$ cat src/rtl/jt89_noise_gen_if.sv
// jt89_noise_gen_if: register-write bus from the PSG decoder into the noise channel
interface jt89_noise_gen_if;
  logic       ctrl_wr;
  logic [2:0] ctrl;
  logic       vol_wr;
  logic [3:0] vol;
  modport master(output ctrl_wr, ctrl, vol_wr, vol);
  modport slave(input ctrl_wr, ctrl, vol_wr, vol);
endinterface

$ cat src/rtl/jt89_noise_gen.sv
// jt89_noise_gen: JT89 noise channel, rate-selected LFSR scaled by attenuation
// JT89_NOISE15_EN selects the 15-bit TI LFSR instead of the 16-bit Sega one
module jt89_noise_gen (
  input  logic              clk,
  input  logic              rst,
  input  logic              clk_en,
  input  logic              tone2_rise,
  jt89_noise_gen_if.slave   bus,
  output logic signed [9:0] noise
);
`ifdef JT89_NOISE15_EN
  localparam int W = 15;
  localparam int TAP = 1;
  localparam logic [W-1:0] SEED = 15'h4000;
`else
  localparam int W = 16;
  localparam int TAP = 3;
  localparam logic [W-1:0] SEED = 16'h8000;
`endif
  localparam logic [8:0] AMP [16] = '{9'd511, 9'd406, 9'd322, 9'd256, 9'd203, 9'd161, 9'd128, 9'd102,
                                      9'd81, 9'd64, 9'd51, 9'd40, 9'd32, 9'd26, 9'd20, 9'd0};
  logic [2:0] ctrl_q, ctrl_d;
  logic [3:0] vol_q, vol_d;
  logic [6:0] cnt_q, cnt_d;
  logic [W-1:0] lfsr_q, lfsr_d;
  logic signed [9:0] noise_q, noise_d;
  logic [6:0] last;
  logic [8:0] amp;
  logic tone_rate, tick, shift, fb;
  always_comb begin
    tone_rate = &ctrl_q[1:0];
    last = ctrl_q[1] ? 7'd127 : ctrl_q[0] ? 7'd63 : 7'd31;
    tick = clk_en && cnt_q == last;
    shift = tone_rate ? tone2_rise : tick;
    fb = lfsr_q[0] ^ (ctrl_q[2] & lfsr_q[TAP]);
    amp = AMP[vol_q];
    noise_d = lfsr_q[0] ? $signed({1'b0, amp}) : -$signed({1'b0, amp});
    // a control write reseeds and restarts the period, dropping any coincident shift
    cnt_d = (tone_rate || bus.ctrl_wr) ? 7'd0 : clk_en ? (tick ? 7'd0 : cnt_q + 7'd1) : cnt_q;
    lfsr_d = bus.ctrl_wr ? SEED : shift ? {fb, lfsr_q[W-1:1]} : lfsr_q;
    ctrl_d = bus.ctrl_wr ? bus.ctrl : ctrl_q;
    vol_d = bus.vol_wr ? bus.vol : vol_q;
  end
  always_ff @(posedge clk) begin
    if (rst) begin
      ctrl_q <= 3'd0;
      vol_q <= 4'hF;
      cnt_q <= 7'd0;
      lfsr_q <= SEED;
      noise_q <= 10'sd0;
    end else begin
      ctrl_q <= ctrl_d;
      vol_q <= vol_d;
      cnt_q <= cnt_d;
      lfsr_q <= lfsr_d;
      noise_q <= noise_d;
    end
  end
  assign noise = noise_q;
endmodule
$ cat src/flat_wrapper.sv
// flat-port wrapper written by rule: the top's interface ports become plain ports
module jt89_noise_gen_flat 
  (clk, rst, clk_en, tone2_rise, noise, bus_ctrl_wr, bus_ctrl, bus_vol_wr, bus_vol);
  jt89_noise_gen_if bus_i ();
  input  logic clk;
  input  logic rst;
  input  logic clk_en;
  input  logic tone2_rise;
  output logic signed [9:0] noise;
  input wire logic [$bits(bus_i.ctrl_wr)-1:0] bus_ctrl_wr;
  input wire logic [$bits(bus_i.ctrl)-1:0] bus_ctrl;
  input wire logic [$bits(bus_i.vol_wr)-1:0] bus_vol_wr;
  input wire logic [$bits(bus_i.vol)-1:0] bus_vol;
  assign bus_i.ctrl_wr = bus_ctrl_wr;
  assign bus_i.ctrl = bus_ctrl;
  assign bus_i.vol_wr = bus_vol_wr;
  assign bus_i.vol = bus_vol;
  jt89_noise_gen u_core (.clk(clk), .rst(rst), .clk_en(clk_en), .tone2_rise(tone2_rise), .bus(bus_i), .noise(noise));
endmodule
$ cat config.mk
export PLATFORM = sky130hd
export DESIGN_NAME = jt89_noise_gen_flat
export DESIGN_NICKNAME = d
export VERILOG_FILES = /design/src/rtl/jt89_noise_gen_if.sv /design/src/rtl/jt89_noise_gen.sv /design/src/flat_wrapper.sv
export SDC_FILE = /design/constraint.sdc
export NUM_CORES = 1
export LEC_CHECK = 0
export BUFFER_PORTS_ARGS = -buffer_cell sky130_fd_sc_hd__buf_2
export CAP_MARGIN = 40
export CORE_MARGIN = 8
export CORE_UTILIZATION = 40
export CTS_CLUSTER_SIZE = 8
export DETAILED_ROUTE_END_ITERATION = 7
export SLEW_MARGIN = 10
export SYNTH_ARGS = -nofsm -noshare
export SYNTH_HDL_FRONTEND = slang
export SYNTH_SLANG_ARGS = --single-unit
$ cat constraint.sdc
create_clock -name clk -period 5.55 [get_ports clk]
set_clock_uncertainty 0.2 [all_clocks]
set_input_delay 0.2775 -clock clk [delete_from_list [all_inputs] [get_ports clk]]
set_output_delay 0.2775 -clock clk [all_outputs]
set_load 0.02 [all_outputs]
==> flow_metrics.env <==
export IMPL_maxSlewHeadroom=0.489
export IMPL_die_w_um=87.9
export IMPL_max_freq_mhz=356
export IMPL_synth_cells=217
export IMPL_cap_violations=0
export IMPL_cts_setup_buffers=0
export IMPL_clock_sinks=40
export IMPL_clk_pin_slew_worst_paths_ps=80
export IMPL_fin_nets=257
export IMPL_area_growth_pct=10.2
export IMPL_place_port_buffers=22
export IMPL_worstMarginPinSlew_ps=765
export IMPL_first_pass_iters=4
export IMPL_maxSlewViolCount=0
export IMPL_postRouteAntennaNets=0
export IMPL_stdcell_area_um2=2280
export IMPL_leakagePower_nw=0.957
export IMPL_p_per_area_nw_per_um2=273
export IMPL_ys_seq_area_frac=0.387
export IMPL_cts_buffers=5
export IMPL_post_dp_hpwl_um=2820
export IMPL_fin_ws_ps=2740
export IMPL_finalHoldViolCount=0
export IMPL_ys_types=45
export IMPL_arrival_ps=2790
export IMPL_num_rows=26
export IMPL_ctsLongestPathBuffers=2
export IMPL_antennaDiodeCount=0
export IMPL_r2r_setup_slack_ps=2740
export IMPL_layout_commonest_cell="dfxtp_1"
export IMPL_yosysWarnings=0
export IMPL_synth_ff_type="dfxtp_1"
export IMPL_ir_worst_vdd_mv=0.113
export IMPL_die_area_um2=7730
export IMPL_min_period_ps=2810
export IMPL_worst_setup_path_type="flop to flop"
export IMPL_insertion_delay_ps=290
export IMPL_p_total_mw=0.623
export IMPL_regToRegEndpoint="u_core.noise[6]"
export IMPL_holdPathEnd="u_core.vol_q[3]"
export IMPL_ctsHoldBuffers=0
export IMPL_finalSetupViolations=0
export IMPL_rsz0062_at_grt="no"
export IMPL_syn_nets=240
export IMPL_syn_area_per_cell_um2=9.53
export IMPL_cts_tree="built"
export IMPL_antenna_found_initial=0
export IMPL_grt_max_degree=22
export IMPL_ctsResizeCount=0
export IMPL_drive_gt1_frac=0.187
export IMPL_io_pins=23
export IMPL_r2r_cells=9
export IMPL_num_vias=1557
export IMPL_grt_pass1_vias=1487
export IMPL_required_ps=5530
export IMPL_finalSetupTns_ps=0
export IMPL_hold_path_class="input pin to flop"
export IMPL_post_drt_wl_per_cell_um=12.8
export IMPL_timing_rr_start="u_core.vol_q[1]"
export IMPL_gp_congestion=0.835
export IMPL_whs_path_depth=3
export IMPL_outcome="finished, final reports clean"
export IMPL_ys_ff_latch=40
export IMPL_grt_total_usage=0.109
export IMPL_drt_iter0_drc=67
export IMPL_dpl_worst_slack_ps=2760
export IMPL_startpoint_type="flop"
export IMPL_layout_worst_path_cycle_share=0.506
export IMPL_core_area_um2=5040
export IMPL_start_util=0.410
export IMPL_hp_start="bus_vol[3]"
export IMPL_synth_edff_count=0
export IMPL_cts_root_buf="clkbuf_8"
export IMPL_finalWirelength_um=3900
export IMPL_place_area_um2=2190
export IMPL_die_y_um=87.9
export IMPL_critPathCaptureType="flop"
export IMPL_htree_levels=2
export IMPL_cp_max_fo=11
export IMPL_drc=0
export IMPL_grt_ovfl_total=0
export IMPL_fill_cells=499
export IMPL_grt_pass1_wl_um=6670
export IMPL_syn_area_um2=2070
export IMPL_mostFrequentLayoutCells="40 x dfxtp_1, 24 x nor2_1, 22 x buf_2"
export IMPL_synth_async_reset_ratio=0
export IMPL_post_route_util=0.452
export IMPL_viasPerCell=5.10
==> kinds of logic after synthesis <==
kind of cell | synth area share
DFF | 0.387
muxes | 0.0871
xor gates and xnor gates | 0.0423
adders and majority gates | 0.0605
and+or+nand+nor | 0.180
AOI/OAI and AO/OA | 0.191
buffers and inverters | 0.0520
==> sequential cells by signal, indices dropped and copies added (netlist names) <==
register / count
u_core.vol_q: 4
u_core.lfsr_q: 16
u_core.ctrl_q: 3
u_core.noise: 10
u_core.cnt_q: 7
==> per-stage QoR <==
stage,hold WS [ps],std cells
2_1_floorplan,204,217
3_3_place_gp,260,297
3_5_place_dp,260,297
4_1_cts,2.20,305
5_1_grt,5.74,305
6_report,9.51,305
==> synth_stat cells (all sizes together) (4+ instances only) <==
master / count / area [um2]
buf: 7 / 55.1
xnor2: 5 / 43.8
dfxtp: 40 / 801
inv: 9 / 33.8
a211oi: 4 / 30.0
mux2i: 12 / 120
o211ai: 5 / 37.5
o21ai: 5 / 28.8
a21oi: 10 / 61.3
nand2: 13 / 48.8
ha: 10 / 125
nor2: 24 / 90.1
a22o: 16 / 140
xor2: 5 / 43.8
nand3: 6 / 30.0
nor3: 5 / 25.0
clkbuf: 5 / 18.8
==> worst max path at each step <==
stage,to,startpoint,slack (ps)
after global routing,u_core.noise[6],u_core.vol_q[1],2530
after floorplan,u_core.noise[6],u_core.vol_q[1],3000
after global placement,u_core.noise[6],u_core.vol_q[1],2820
after detailed placement,u_core.noise[6],u_core.vol_q[1],2760
after CTS,u_core.noise[6],u_core.vol_q[1],2720
final,u_core.noise[6],u_core.vol_q[1],2740
==> critical path: stages (launching register included) <==
cell and delay, ps:
dfxtp_1 520, inv_1 170, ha_1 340, mux4_1 580
ha_1 230, inv_1 60, a211oi_1 70, a41oi_1 310
xor2_1 160, nor2_1 50
==> final cells by class <==
| type | instances | area [um2] | area share |
|---|---|---|---|
| Sequential cell | 40 | 801 | 0.351 |
| Clock inverter | 3 | 18.8 | 0.00823 |
| Timing Repair Buffer | 22 | 110 | 0.0483 |
| Multi-Input combinational cell | 156 | 1160 | 0.509 |
| Tap cell | 70 | 87.6 | 0.0384 |
| Clock buffer | 5 | 68.8 | 0.0302 |
| Inverter | 9 | 33.8 | 0.0148 |
==> report_power, final <==
group          internal, mW  switching (mW)  total [mW]
clock                0.0875          0.0995       0.187
sequential            0.302          0.0128       0.315
combinational        0.0506          0.0699       0.120
total                 0.440           0.182       0.623
==> per-layer routing <==
metal,global-route usage,share of wire
met1,0.130,0.48
met3,0.0291,0.039
met4,0.0484,0.016
met2,0.178,0.46
met5,0,0
No activity file was read; power rests on OpenSTA's default activity.
